$ cat config.mk
export PLATFORM = sky130hd
export DESIGN_NAME = fpu_issue_ctrl
export DESIGN_NICKNAME = d
export VERILOG_FILES = /design/src/rtl/fpu_issue_ctrl.sv
export SDC_FILE = /design/constraint.sdc
export NUM_CORES = 1
export LEC_CHECK = 0
export ABC_AREA = 1
export BUFFER_PORTS_ARGS = -buffer_cell sky130_fd_sc_hd__buf_2
export CAP_MARGIN = 20
export CORE_UTILIZATION = 25
export DETAILED_ROUTE_END_ITERATION = 7
export PLACE_DENSITY = 0.62
export SKIP_CTS_REPAIR_TIMING = 1
export SYNTH_ARGS = -nofsm -noshare
export SYNTH_HDL_FRONTEND = slang
export SYNTH_SLANG_ARGS = --single-unit
$ cat constraint.sdc
create_clock -name clk -period 4.3 [get_ports clk]
set_clock_uncertainty 0.05 [all_clocks]
set_input_delay 0.645 -clock clk [delete_from_list [all_inputs] [get_ports clk]]
set_output_delay 0.645 -clock clk [all_outputs]
set_load 0.005 [all_outputs]
$ cat src/rtl/fpu_issue_ctrl.sv
// Issue/writeback controller for the FP execution unit: single outstanding op,
// one-entry result buffer feeding writeback and forwarding, RAW hazard to decode.
module fpu_issue_ctrl #(
    parameter int TIMEOUT = 63
) (
    input  logic        clk,
    input  logic        rst,
    input  logic        req_valid,
    output logic        req_ready,
    input  logic [4:0]  req_rd,
    input  logic [4:0]  req_rs1,
    input  logic [4:0]  req_rs2,
    input  logic        req_wr_en,
    input  logic        req_wr_f,
    input  logic [1:0]  req_rs_f,
    output logic        exe_enabled,
    input  logic        exe_completed,
    input  logic [31:0] exe_result,
    output logic        wb_valid,
    input  logic        wb_ready,
    output logic [4:0]  wb_rd,
    output logic        wb_wr_en,
    output logic        wb_wr_f,
    output logic [31:0] wb_value,
    output logic        fwd_enabled,
    output logic        fwd_fenabled,
    output logic [4:0]  fwd_key,
    output logic [31:0] fwd_value,
    output logic        hazard,
    output logic        timeout_err
);
    localparam int CW = $clog2(TIMEOUT + 1);

    typedef enum logic [1:0] {S_IDLE, S_ISSUE, S_WAIT, S_HOLD} state_t;

    state_t        r_state, w_state_nxt;
    logic [CW-1:0] r_cnt;
    logic [4:0]    r_rd;
    logic          r_wr_en, r_wr_f;
    logic [31:0]   r_value;
    logic          r_tmo;

    logic          w_accept, w_capture, w_expire;
    logic          w_dest_live, w_rs1_hit, w_rs2_hit;
    logic [CW:0]   w_cnt_inc;

    assign w_cnt_inc = {1'b0, r_cnt} + (CW+1)'(1);

    // Integer x0 is hardwired, so it can never be a true dependency.
    assign w_dest_live = r_wr_en && (r_wr_f || (r_rd != 5'd0));
    assign w_rs1_hit   = (req_rs1 == r_rd) && (req_rs_f[0] == r_wr_f);
    assign w_rs2_hit   = (req_rs2 == r_rd) && (req_rs_f[1] == r_wr_f);
    assign hazard      = ((r_state == S_ISSUE) || (r_state == S_WAIT)) &&
                         w_dest_live && (w_rs1_hit || w_rs2_hit);

    always_comb begin
        w_state_nxt = r_state;
        req_ready   = 1'b0;
        exe_enabled = 1'b0;
        wb_valid    = 1'b0;
        w_capture   = 1'b0;
        w_expire    = 1'b0;
        unique case (r_state)
            S_IDLE: begin
                req_ready = !rst && !hazard;
                if (req_valid && req_ready) w_state_nxt = S_ISSUE;
            end
            S_ISSUE: begin
                exe_enabled = 1'b1;
                w_state_nxt = S_WAIT;
            end
            S_WAIT: begin
                // A stale-high completion is already cleared by the unit once it sees the enable.
                if (exe_completed) begin
                    w_capture   = 1'b1;
                    w_state_nxt = S_HOLD;
                end else if (w_cnt_inc == (CW+1)'(TIMEOUT)) begin
                    w_expire    = 1'b1;
                    w_state_nxt = S_IDLE;
                end
            end
            S_HOLD: begin
                wb_valid  = 1'b1;
                req_ready = !rst && wb_ready && !hazard;
                if (wb_ready) w_state_nxt = (req_valid && req_ready) ? S_ISSUE : S_IDLE;
            end
            default: w_state_nxt = S_IDLE;
        endcase
    end

    assign w_accept = req_valid && req_ready;

    always_ff @(posedge clk) begin
        if (rst) begin
            r_state <= S_IDLE;
            r_cnt   <= '0;
            r_rd    <= '0;
            r_wr_en <= 1'b0;
            r_wr_f  <= 1'b0;
            r_value <= '0;
            r_tmo   <= 1'b0;
        end else begin
            r_state <= w_state_nxt;
            if (w_accept) begin
                r_rd    <= req_rd;
                r_wr_en <= req_wr_en;
                r_wr_f  <= req_wr_f;
            end
            if (r_state == S_ISSUE)
                r_cnt <= '0;
            else if (r_state == S_WAIT && !w_capture && !w_expire)
                r_cnt <= w_cnt_inc[CW-1:0];
            if (w_capture) r_value <= exe_result;
            if (w_expire)  r_tmo   <= 1'b1;
        end
    end

    assign wb_rd        = r_rd;
    assign wb_wr_en     = r_wr_en;
    assign wb_wr_f      = r_wr_f;
    assign wb_value     = r_value;
    assign fwd_fenabled = wb_valid && r_wr_en && r_wr_f;
    assign fwd_enabled  = wb_valid && r_wr_en && !r_wr_f && (r_rd != 5'd0);
    assign fwd_key      = r_rd;
    assign fwd_value    = r_value;
    assign timeout_err  = r_tmo;
endmodule

Word level (Yosys, flattened, before mapping)
Cells that the tools add are included.

word-level totals
  bits in registers = 48
  output and inout port bits = 83
  bits of input ports = 56
  word-level logic and storage cells = 62

cells by class
  add/subtract/negate cells = 1
  muxes and demuxes = 14
  equality and inequality tests = 11
  reductions and logical operators = 29

operator list
  operator                                                                 number
  1-bit logical AND                                                        17
  5-bit equality test                                                      2
  1-bit 2-to-1 mux                                                         8
  2-bit 2-to-1 mux                                                         4
  2-bit case mux with 4 select lines                                       1
  6-bit by 1-bit adder with 7-bit output, second input constant            1
  7-bit by 6-bit equality test with 1-bit output, second input constant    1
  1-bit zero test                                                          5
  5-bit nonzero test                                                       1
  2-bit equality test, second input constant                               2
  2-bit inequality test, second input constant                             2
  1-bit logical OR                                                         3
  3-bit by 2-bit inequality test with 1-bit output, second input constant  1
  3-bit AND reduction                                                      1
  1-bit equality test                                                      2
  2-bit by 1-bit equality test with 1-bit output, second input constant    1
  2-bit zero test                                                          1
  1-bit case mux with 2 select lines                                       1
  2-bit OR reduction                                                       1

Depth between registers and ports, before layout
Gate-level depths: netlist (run 1).

  word-level depth = 11
  depth in mapped cells = 13
  depth with buffers taken out = 13

Least setup slack after synthesis (run 1)
OpenSTA, ideal clock, no wires.

  kind = input port to output port
  from = in req_rs2[2]
  to = out req_ready
  arrival time = 1.287 ns
  stages = 9
  slack = 2.318 ns
  required time = 3.605 ns
  buffers on the path = 0
  cells stage by stage = inv_1 nand2_1 nand2_1 nor2_1 nand3_1 nand2_1 nand2_2 inv_1 nor4_1

between the ends
  cells in the longest elaborated chain, start to end = 7
  elaborated cells between the ends (all ways) = 8
  those cells by class = eq/ne: 1; mux: 1; reduce/logical: 6

RTL lines
  item                                         RTL line  source
  from (decl)                                  12        input logic [4:0] req_rs2,
  5-bit equality test *                        52        assign w_rs2_hit = (req_rs2 == r_rd) && (req_rs_f[1] == r_wr_f);
  1-bit logical AND *                          52
  1-bit logical OR *                           54        w_dest_live && (w_rs1_hit || w_rs2_hit);
  1-bit logical AND *                          54
  named net hazard                             29        output logic hazard,
  1-bit zero test *                            65, 84
  1-bit logical AND, on equally long branches  84, 65
  1-bit case mux with 2 select lines *         63        unique case (r_state)
  to (decl)                                    9         output logic req_ready,

Mark *: on every way through the listed nets, which the timed path passes. The rest lies on a longest branch.

Worst setup path after layout (run 1)
  from = reg r_state[1]
  to = out req_ready

between the ends
  cells in the longest elaborated chain, start to end = 7
  elaborated cells between the ends (all ways) = 11
  those cells by class = eq/ne: 3; mux: 1; reduce/logical: 7

RTL lines
  item                                                                                   RTL line  source
  from (decl)                                                                            36        state_t r_state, w_state_nxt;
  from (signal assigned)                                                                 103       r_state <= w_state_nxt;
  2-bit by 1-bit equality test with 1-bit output or 2-bit equality test (tied branches)  53        assign hazard = ((r_state == S_ISSUE) || (r_state == S_WAIT)) &&
  1-bit logical OR                                                                       53
  1-bit logical AND                                                                      53
  1-bit logical AND                                                                      54
  1-bit zero test                                                                        65, 84
  1-bit logical AND, on equally long branches                                            84, 65
  1-bit case mux with 2 select lines *                                                   63

Every way passes the cells marked *; elsewhere a longest branch is shown, timed or not.

==> results of run 1 <==
==> final cells by class <==
cell class | instances | area, um2 | area share (%)
multi-input combinational | 226 | 1050 | 33.65
sequential | 48 | 960.9 | 30.81
timing repair buffer | 141 | 733.2 | 23.51
tap | 129 | 161.4 | 5.174
inverter | 32 | 120.1 | 3.851
clock buffer | 7 | 86.33 | 2.768
clock inverter | 1 | 7.507 | 0.2407
==> layout by cell type (no fill, tap or decap) <==
master,n
sky130_fd_sc_hd__buf_2,138
sky130_fd_sc_hd__nor2_1,88
sky130_fd_sc_hd__nand2_1,51
sky130_fd_sc_hd__dfxtp_1,48
sky130_fd_sc_hd__o21ai_0,46
sky130_fd_sc_hd__inv_1,31
sky130_fd_sc_hd__a21oi_1,12
sky130_fd_sc_hd__ha_1,7
sky130_fd_sc_hd__nand3_1,6
sky130_fd_sc_hd__clkbuf_8,6
sky130_fd_sc_hd__nand4_1,3
sky130_fd_sc_hd__xor2_1,3
sky130_fd_sc_hd__nand2_2,2
sky130_fd_sc_hd__nor3_1,2
sky130_fd_sc_hd__buf_4,2
sky130_fd_sc_hd__nor4_1,1
sky130_fd_sc_hd__nand3b_1,1
sky130_fd_sc_hd__nand3_2,1
sky130_fd_sc_hd__a21oi_2,1
sky130_fd_sc_hd__inv_2,1
sky130_fd_sc_hd__nand4_2,1
sky130_fd_sc_hd__o21a_1,1
sky130_fd_sc_hd__clkbuf_1,1
sky130_fd_sc_hd__clkinvlp_4,1
sky130_fd_sc_hd__buf_16,1
==> worst max path at each step <==
stage / start / slack [ns] / end / cells past startpoint
3_3_place_gp: exe_completed / 2.01 / r_state[0] / 8
5_1_grt: r_state[1] / 1.67 / req_ready / 8
3_5_place_dp: rst / 1.99 / fwd_key[2] / 6
2_1_floorplan: req_rs2[2] / 2.32 / req_ready / 9
6_report: r_state[1] / 1.84 / req_ready / 8
4_1_cts: r_state[1] / 1.83 / req_ready / 8
==> through the flow <==
stage | setup slack [ns] | hold slack, ns | utilization [%]
after floorplan | 2.318 | 0.4144 | -
after global placement | 2.008 | 0.4014 | 31.99
after detailed placement | 1.988 | 0.4131 | 31.99
after CTS | 1.830 | 0.4442 | 32.99
after global routing | 1.670 | 0.4710 | 33.28
final | 1.836 | 0.4424 | 33.28
==> cells in the mapped netlist <==
master	instances
sky130_fd_sc_hd__a21oi_1	12
sky130_fd_sc_hd__a21oi_2	1
sky130_fd_sc_hd__buf_1	3
sky130_fd_sc_hd__buf_2	1
sky130_fd_sc_hd__buf_4	37
sky130_fd_sc_hd__buf_6	1
sky130_fd_sc_hd__clkbuf_1	6
sky130_fd_sc_hd__dfxtp_1	48
sky130_fd_sc_hd__ha_1	7
sky130_fd_sc_hd__inv_1	31
sky130_fd_sc_hd__inv_2	1
sky130_fd_sc_hd__nand2_1	51
sky130_fd_sc_hd__nand2_2	2
sky130_fd_sc_hd__nand3_1	6
sky130_fd_sc_hd__nand3_2	1
sky130_fd_sc_hd__nand3b_1	1
sky130_fd_sc_hd__nand4_1	3
sky130_fd_sc_hd__nand4_2	1
sky130_fd_sc_hd__nor2_1	88
sky130_fd_sc_hd__nor3_1	2
sky130_fd_sc_hd__nor4_1	1
sky130_fd_sc_hd__o21a_1	1
sky130_fd_sc_hd__o21ai_0	46
sky130_fd_sc_hd__xor2_1	3
==> power breakdown <==
part           internal [uW]  leakage (uW)  switching (uW)
Combinational            247       0.00126             300
Sequential               535      0.000391            75.8
Clock                    131     0.0000445             149
==> layer usage <==
metal | global-route usage, % | part of all wire (%)
met4 | 2.676 | 0.47
met5 | 0 | 0
met1 | 13.56 | 45
met2 | 19.36 | 48
met3 | 2.415 | 5.9
==> state kept, by name, summed over array words and instances, names as in the netlist <==
name / cells
fwd_key: 5
fwd_value: 32
r_cnt: 6
r_state: 2
timeout_err: 1
wb_wr_en: 1
wb_wr_f: 1
==> cell families after synthesis <==
logic type,Yosys count
and+or+nand+nor,156
buffers and inverters,80
AOI/OAI and AO/OA,60
DFF,48
adders and majority gates,7
xor gates and xnor gates,3
==> critical path, cell delays in order (launching register included) <==
cell and delay [ns]:
sky130_fd_sc_hd__dfxtp_1 0.43, sky130_fd_sc_hd__inv_1 0.12, sky130_fd_sc_hd__ha_1 0.33, sky130_fd_sc_hd__nand2_1 0.08, sky130_fd_sc_hd__nor2_1 0.05, sky130_fd_sc_hd__nand2_2 0.10, sky130_fd_sc_hd__inv_1 0.06, sky130_fd_sc_hd__nor4_1 0.14
sky130_fd_sc_hd__buf_2 0.15
==> results summary, run 1 <==
The post-route minimum period is 2.464 ns. The tightest min-delay check is of the reg2reg type. The clock root buffer is sky130_fd_sc_hd__clkbuf_8.

Fill cells in the final layout number 1043. The count of nets after finishing came out at 517. The number of global-route vias before repair was 2036. At the pin with the least slew margin, the transition time is between 0.5 and 0.6 ns.

The H-tree level count came out at 2. The arrival time at the worst endpoint came out at about 1.8 ns. The startpoint of the lowest-slack hold path is timeout_err. The count of mapped cells out of synthesis is 354. The site row count came out at 35. The final max-slew violation count was 0. The total vias in the final route came out at 2441. In this run the worst path has a maximum fanout of 6. The worst min-delay path endpoint is timeout_err. The count of antenna-violating nets left after detailed routing is 0. The relative slew slack came out at 63.06%. In this run the horizontal extent of the chip is 101.2 um.

The largest voltage drop on the vdd net is 0.1577 mV. The worst register-to-register path begins at r_state[0]. The source-to-sink clock delay at the later pin of the worst-skew pair is approximately 0.29 ns.

The total die area is around 10000 um2. The post-synthesis cell type count is 24. The worst setup path is launched from a flip-flop. After synthesis the cells add up to 2459 um2. The synthesized netlist devotes 1.069% of its cell area to XOR and XNOR gates. In the routed design, unresolved DRC markers number 0. The initial utilization of the core area, before any placement, comes to 26.23%. Counting every net in the synthesized netlist gives about 420. Global routing consumed, over all layers together, 10.98% of the routing resources. TritonCTS created 5 clock buffers.

The post-layout instance area is 3119 um2. The part of the cycle the worst path needs came out at between 50% and 60%. The largest net degree at the start of global routing came out at 35.

The fraction of final layout cells sized beyond drive strength 1 came out at 33.85%. The worst register-to-register path has a setup slack of ~2.3 ns. The number of synthesized register bits came out at 48.

The area growth from synthesis to final layout came out at 26.87%. The deepest clock path buffer count is 2. The aggregate negative setup slack is 0 ns. Setup violations remaining at the end of the flow were counted as 0.

139 I/O pins were placed. The fraction of the yosys area taken by sequential cells came out at ~40%. Along the worst hold path, the cell count comes to 1. The post-synthesis compound-gate area fraction came out at 12.47%. The flow ran to the end, and the final reports show no timing, DRC or antenna violations. sky130_fd_sc_hd__dfxtp_1 takes more of the synthesized area than any other cell. The number of antenna diodes is 0. The total global routing overflow is 0. The total power consumption of the routed design is about 1400 uW. A synthesized cell averages 6.945 um2. The count of placed standard cells in the final layout, fillers left out came out at 584.

Once placement finished, the instance area stood at 2998 um2. In the synthesized netlist, mux cells make up 0% of the area. Of the total synthesized cell area, the portion taken by full adders, half adders and majority gates is roughly 3.6%. The endpoint identified for the worst register-to-register timing path is fwd_value[0]. The average wire per cell in the routed design is 10.11 um.

Yosys printed 0 warnings. The standard cell core area is 9371 um2. The pre-antenna-repair detailed-routing pass consisted of 4 iterations. The number of vias per cell after detailed routing came out at 4.180.

The number of maximum-capacitance violations is 0. The post-synthesis share of cell area spent on and, or, nand and nor gates came out at 25.60%. After legalization and detailed placement, the total HPWL measured roughly 4600 um. The first global-routing pass estimated between 9000 and 10000 um of wire. For the worst setup path, the data required time is 3.61 ns. The path type of the worst setup path is reg2out. For this design the ratio of total power to cell area is 461.1 nW/um2. The number of clock sinks came out at 48. The cell total after placement came out at between 500 and 600. The chip height came out at 101.2 um. Summed over all cells, the static leakage comes to 0.001694 uW.

After the first detailed-routing iteration, the DRC count stood at 58. The number of cells on the worst reg-to-reg path is 8. The worst setup path is captured at an output pin. The highest attainable clock frequency is between 400 and 500 MHz. In the post-synthesis netlist, the biggest area contributors are sky130_fd_sc_hd__dfxtp_1 39%, sky130_fd_sc_hd__nor2_1 13%, sky130_fd_sc_hd__buf_4 11%.

Setup repair after global routing left no endpoint under its margin. The detailed-route wire length came out at 5906 um. The area share of the largest cell type after synthesis is 39.08%. The congestion estimate from routability-driven global placement came to a little under 0.8. The initial antenna violation count was 0. After synthesis, the largest family of logic cells by area is simple AND/OR/NAND/NOR gates. The total count of hold-check failures in the final report came out at 0. TritonCTS built the clock tree. The CTS clock-pin slew for the worst setup and hold paths came out at around 0.09 ns. The count of input and output buffers is 138.
Note: power is estimated with default switching activity, not from simulation.
==> run 2: changes to the inputs <==
clock period = 2.35 ns   (was 4.3 ns; I/O delays follow)
==> results summary, run 2 (same netlist as run 1, synthesis figures left out) <==
The data required time at the worst endpoint is 1.95 ns (-1.66 ns). The average wire per cell in the routed design was 10.51 um (+3.9%). The highest-delay cell along the critical path is sky130_fd_sc_hd__dfxtp_1. The cell seen most often among critical-path stages is sky130_fd_sc_hd__inv_1. The total count of hold-check failures in the final report is 0 (unchanged). The number of antenna diodes came out at 0 (unchanged).

The slew at the pin closest to its max-slew limit is 0.7885 ns (+0.2351 ns). The arrival time at the worst endpoint is 1.81 ns (+0.04 ns). The worst reg2reg path depth is 7 (-1). The area growth from synthesis to layout is 26.67%. The detailed-route wire length came out at 6138 um (+3.9%). The worst register-to-register path begins at r_state[0]. The library cell used most frequently in the layout, excluding fill and tap cells, is sky130_fd_sc_hd__buf_2. The areal power density over the cells came out at 869.5 nW/um2 (+89%). The global placement routability congestion is 0.7900 (+0.57%). The flop-to-flop setup slack is 0.46 ns (-1.84 ns). The highest attainable clock frequency came out at 452.2 MHz.

The first-pass GRT wire length came out at 9549 um (+5.7%). The number of design rule violations left after detail routing is 0 (unchanged). The number of buffers inserted during clock tree synthesis came to 5 (unchanged).

The number of vias per cell after detailed routing is 4.118 (-1.5%). The standard cell core area came out at 9371 um2 (unchanged). The share of the core filled with cells is 33.23% (-0.053 points). The total power consumption of the routed design came out at 2708 uW (+88%). The peak fanout along the critical path is 4 (-2). The source-to-sink clock delay at the later pin of the worst-skew pair is 0.30 ns (about the same).

The clock root buffer is sky130_fd_sc_hd__clkbuf_8. The clock tree from TritonCTS is built. The number of global-route vias before repair is 2100 (+3.1%). The worst setup path is captured at an output pin. The run finished with clean final reports.

The fraction of final layout cells sized beyond drive strength 1 is 34.07% (+0.22 points). The H-tree level count came out at 2 (unchanged). The leakage power is 0.001699 uW (+0.28%). The worst setup timing slack at the placement stage was 0.4360 ns (-1.552 ns). The largest voltage drop on the vdd net came out at 0.2860 mV (+81%).

The horizontal extent of the die came out at 101.2 um (unchanged). The total die area came to 10240 um2 (unchanged). The instance count along the most critical hold path was 3 (+2). The detailed placer's ending HPWL came out at 4679 um (+2.2%). The chip height is 101.2 um (unchanged).

The number of clock sinks came out at 48 (unchanged). In the layout the commonest cells are 138 x sky130_fd_sc_hd__buf_2, 88 x sky130_fd_sc_hd__nor2_1, 51 x sky130_fd_sc_hd__nand2_1, 47 x sky130_fd_sc_hd__dfxtp_1, 46 x sky130_fd_sc_hd__o21ai_0. The total global routing overflow is 0 (unchanged). The initial antenna violation count came to 0 (unchanged). The count of nets after finishing came out at 517 (unchanged). The total vias in the final route came out at 2405 (-1.5%). The aggregate negative setup slack is 0 ns (unchanged).

The number of maximum-capacitance violations came out at 0 (unchanged). The critical path's top delay family is simple AND/OR/NAND/NOR gates. The count of input and output buffers came out at 138 (unchanged). The count of fill cells added during filler insertion is 1060 (+1.6%). The longest individual stage delay on the worst path is 0.39 ns (-0.04 ns).

The critical path goes through inv_1 -> ha_1 -> nand2_1 -> nor2_1 -> nand2_2 -> inv_1 -> nor4_1 -> buf_2. The setup path with the least slack is of type reg2out. The first-pass detailed-route iteration total was 4 (unchanged). The register area is 962.2 um2 (+0.13%). The part of the cycle the worst path needs is 94.10%. The total routing usage reported by global routing came out at 11.69% (+0.71 points). The startpoint class of the critical path is a flip-flop. The site row count was 35 (unchanged). The setup violation total in the final timing report is 0 (unchanged). For hold timing, the worst endpoint is fwd_value[8]. The combined buffer and inverter count along the critical path came out at 3 (unchanged). The count of antenna-violating nets left after detailed routing is 0 (unchanged). The deepest clock path buffer count came out at 2 (unchanged).

The final worst-path setup slack is 0.1387 ns (-1.697 ns). The startpoint of the lowest-slack hold path is exe_result[8]. Setup repair after global routing left no endpoint under its margin. The CTS clock-pin slew for the worst setup and hold paths is 0.09 ns (about the same). The number of DRC violations after detailed-routing iteration 0 is 43 (-26%). The I/O pin count came out at 139 (unchanged). The initial standard-cell utilization of the core is 26.23% (unchanged). The largest net degree at the start of global routing is 34 (-2.9%). The worst min-delay path class is in2reg.

The final max-slew violation count is 0 (unchanged). The endpoint of the worst register-to-register path is fwd_value[20]. The total area of multi-input combinational cells came out at 1050 um2 (unchanged). The number of flip-flops under the largest register name is 32 (unchanged). The relative slew slack came out at 47.37% (-16 points). The post-route minimum period is 2.211 ns.
==> run 2: cell types whose count changed in the layout (fill, tap and decap cells not counted) <==
cell / change
sky130_fd_sc_hd__dfxtp_2: +1
sky130_fd_sc_hd__dfxtp_1: -1
sky130_fd_sc_hd__buf_16: -1
sky130_fd_sc_hd__clkinv_2: +1
sky130_fd_sc_hd__buf_4: +1
sky130_fd_sc_hd__bufinv_16: +1
sky130_fd_sc_hd__clkinvlp_4: -1
sky130_fd_sc_hd__clkbuf_8: -1
==> run 2: metrics by stage <==
step | instance area, um2 | std cells | hold slack [ns]
after floorplan | 2459 | 354 | 0.4144
after global placement | 3005 | 576 | 0.3984
after detailed placement | 3005 | 576 | 0.4081
after CTS | 3113 | 584 | 0.2390
after global routing | 3114 | 584 | 0.2543
final | 3114 | 584 | 0.2522
==> run 2: layout make-up <==
| type | instances | area share (%) |
|---|---|---|
| well taps | 129 | 5.183 |
| inverters | 32 | 3.857 |
| clock buffers | 6 | 2.330 |
| clock inverters | 2 | 1.125 |
| multi-input cells | 226 | 33.71 |
| flip-flops and latches | 48 | 30.90 |
| repair buffers | 141 | 22.90 |
==> run 2: report_power, final <==
| group | switching [uW] | internal (uW) |
|---|---|---|
| Combinational | 553 | 440 |
| Sequential | 139 | 981 |
| Clock | 278 | 316 |
==> run 2: worst max-delay path by stage <==
| stage | start | end | cells after the start |
|---|---|---|---|
| 5_1_grt | r_state[0] | req_ready | 8 |
| 3_3_place_gp | r_state[1] | req_ready | 8 |
| 4_1_cts | r_state[1] | req_ready | 8 |
| 2_1_floorplan | r_state[1] | req_ready | 7 |
| 3_5_place_dp | r_state[1] | req_ready | 8 |
| 6_report | r_state[0] | req_ready | 8 |
==> run 2: worst reg2reg max path, delay by kind of cell, from the launching register on <==
kind / cells / cell delay (ns)
fa+ha+maj: 1 / 0.19
simple gates: 3 / 0.23
flops: 1 / 0.35
buf+inv: 3 / 1.00
==> run 2: layer usage <==
| metal | global-route usage (%) | routed length [um] | vias up |
|---|---|---|---|
| li1 | - | - | 1270 |
| met1 | 14.46 | 2815 | 1049 |
| met2 | 20.46 | 2919 | 82 |
| met3 | 2.622 | 368 | 4 |
| met4 | 3.010 | 34 | 0 |
| met5 | 0 | 0 | - |
==> run 3: changes to the inputs <==
BUFFER_PORTS_ARGS = not set   (was -buffer_cell sky130_fd_sc_hd__buf_2)
DONT_BUFFER_PORTS = 1   (was not set)
PLACE_DENSITY = 0.5   (was 0.62)
==> results summary, run 3 (same netlist as run 1, synthesis figures left out) <==
The I/O pin count is 139 (unchanged). The number of global-route vias before repair came out at 1766 (-16%). The part of the cycle the worst path needs is 89.85% (-4.2 points). The final max-slew violation count is 0 (unchanged). The global placement routability congestion is 0.7700 (-2.5%).

The cell total after placement came out at 438 (-24%). The CTS clock-pin slew for the worst setup and hold paths is 0.09 ns (about the same). The number of DRC violations after detailed-routing iteration 0 came out at 54 (+26%). In this run the worst hold path is classified as in2reg.

The aggregate negative setup slack is 0 ns (unchanged). The relative slew slack is 62.12% (+15 points). The startpoint identified for the worst register-to-register timing path is r_state[1]. The worst setup path is captured at an output pin. The number of flip-flops under the largest register name is 32 (unchanged). The total power consumption of the routed design came to 2523 uW (-6.8%). TritonCTS built the clock tree.

The fraction of final layout cells sized beyond drive strength 1 is 5.063% (-29 points). The global-route met2 utilization was 18.63% (-1.8 points). The standard cell core area came to 9371 um2 (unchanged). The startpoint class of the critical path is a flip-flop. The highest attainable clock frequency is 473.6 MHz (+4.7%).

The post-route minimum period was 2.112 ns (-0.09975 ns). The count of nets after finishing came out at 379 (-27%). The number of maximum-capacitance violations is 0 (unchanged). The first-pass detailed-route iteration total was 5 (+1).

The total global routing overflow is 0 (unchanged). The H-tree level count came out at 2 (unchanged). The number of antenna diodes came out at 0 (unchanged). The count of placed standard cells in the final layout, fillers left out is 445 (-24%). Leaving out fill and tap cells, the most frequent cell in the layout is sky130_fd_sc_hd__nor2_1. The detailed-route wire length is 5504 um (-10%). The number of vias per cell after detailed routing came out at 4.342 (+5.4%). The startpoint identified for the worst hold timing path is exe_result[29]. The initial standard-cell utilization of the core was 26.23% (unchanged).

The flow ran to the end, and the final reports show no timing, DRC or antenna violations. The proportion of total power due to net switching is 35.07% (-0.78 points). The chip height is 101.2 um (unchanged). The part of the power in the clock network came out at 27.1% (+5.1 points).

The tree is rooted in a sky130_fd_sc_hd__clkbuf_8. The flop-to-flop setup slack came out at 0.53 ns (+0.07 ns). The data required time at the worst endpoint was 1.95 ns (about the same). In this run the critical register-to-register path is captured at fwd_key[3]. The total count of hold-check failures in the final report came to 0 (unchanged). The largest voltage drop on the vdd net is 0.3260 mV (+14%). The slew at the pin closest to its max-slew limit came out at 0.5675 ns (-0.2210 ns). The worst reg2reg path depth came out at 8 (+1).

The total vias in the final route came out at 1932 (-20%). The number of buffers inserted during clock tree synthesis came out at 5 (unchanged). The count of fill cells added during filler insertion is 1084 (+2.3%). The count of antenna-violating nets left after detailed routing is 0 (unchanged).

The count of input and output buffers is 0 (-100%). The busiest layer in global routing is met2. The share of the core filled with cells came out at 26.07% (-7.2 points).

The met1 track utilization from global routing came out at 12.29% (-2.2 points). Setup repair after global routing left no endpoint under its margin. The number of clock sinks came out at 48 (unchanged). The deepest clock path buffer count is 2 (unchanged). The areal power density over the cells came to 1032 nW/um2 (+19%). Leaving out fill and tap cells, the most frequent cells in the layout are 88 x sky130_fd_sc_hd__nor2_1, 51 x sky130_fd_sc_hd__nand2_1, 48 x sky130_fd_sc_hd__dfxtp_1, 46 x sky130_fd_sc_hd__o21ai_0, 31 x sky130_fd_sc_hd__inv_1. The met3 track demand over resource is 3.175% (+0.55 points). The site row count was 35 (unchanged). The net load switching power is 884.7 uW (-8.9%).

The setup violation total in the final timing report came out at 0 (unchanged). The total routing usage reported by global routing is 10.60% (-1.1 points). The total die area was 10240 um2 (unchanged). The worst hold path terminates at fwd_value[29]. The horizontal extent of the die came out at 101.2 um (unchanged). The average wire per cell in the routed design is 12.37 um (+18%). Relative to the synthesized area, the layout overhead comes to -0.6108%.

The instance count along the most critical hold path was 2 (-1). The worst slack on hold paths came out at 0.1761 ns (-0.07614 ns). The largest net degree at the start of global routing came out at 33 (-2.9%). The combinational power share came out at 26.3% (-10 points). The sequential share of power is 46.6% (+5.2 points).

The arrival time at the worst endpoint came to 1.71 ns (-0.10 ns). The source-to-sink clock delay at the later pin of the worst-skew pair came to 0.28 ns (-0.02 ns). The critical path is of the reg2out type.

The first-pass GRT wire length came to 8487 um (-11%). The total internal power is 1638 uW (-5.7%). The initial antenna violation count is 0 (unchanged). The peak fanout along the critical path was 6 (+2).

The detailed placer's ending HPWL came out at 4196 um (-10%). The number of design rule violations left after detail routing is 0 (unchanged). The leakage power is 0.001045 uW (-39%).
[run 3: cell count changes in the layout (fill, tap and decap cells not counted), sizes merged]
cell    before  now
clkinv       1    0
buf        141    3
bufinv       1    2
clkbuf       6    5
[run 3: how the worst max path moves through the flow]
stage / slack (ns) / cells after the start / from / to
after floorplan: 0.72 / 7 / r_state[1] / req_ready
after global placement: 0.59 / 7 / r_state[1] / req_ready
after detailed placement: 0.55 / 8 / r_state[1] / fwd_key[3]
after CTS: 0.22 / 7 / r_state[1] / req_ready
after global routing: 0.12 / 7 / r_state[1] / req_ready
final: 0.24 / 7 / r_state[1] / req_ready
[run 3: layout make-up]
cell class	count	area [um2]	share of cell area, %
Inverter	32	120.1	4.916
Sequential cell	48	960.9	39.32
Clock inverter	2	60.06	2.458
Tap cell	129	161.4	6.605
Clock buffer	5	68.82	2.816
Timing Repair Buffer	3	22.52	0.9217
Multi-Input combinational cell	226	1050	42.96
[run 3: per-layer routing]
metal  part of all wire [%]  vias to the layer above
met5                      0                        -
met4                   0.84                        0
met3                    8.0                        2
met2                     48                       75
met1                     43                      864
li1                       -                      991
[run 3: power by group through the flow]
stage / clock [uW] / combinational, uW / sequential (uW)
4_1_cts: 737 / 672 / 1180
3_3_place_gp: 0 / 663 / 1190
3_5_place_dp: 0 / 672 / 1200
2_1_floorplan: 0 / 732 / 1130
6_report: 683 / 664 / 1180
5_1_grt: 761 / 785 / 1220
[run 3: through the flow]
stage	setup WS, ns	cell area (um2)
2_1_floorplan	0.7181	2459
3_3_place_gp	0.5937	2315
6_report	0.2384	2444
3_5_place_dp	0.5476	2315
5_1_grt	0.1170	2444
4_1_cts	0.2207	2444
[run 3: worst max-delay path: stages, from the launching register on]
cell and delay [ns]:
sky130_fd_sc_hd__dfxtp_1 0.43, sky130_fd_sc_hd__inv_1 0.11, sky130_fd_sc_hd__ha_1 0.32, sky130_fd_sc_hd__nand2_1 0.08, sky130_fd_sc_hd__nor2_1 0.05, sky130_fd_sc_hd__nand2_2 0.09
sky130_fd_sc_hd__inv_1 0.08, sky130_fd_sc_hd__nor4_1 0.26
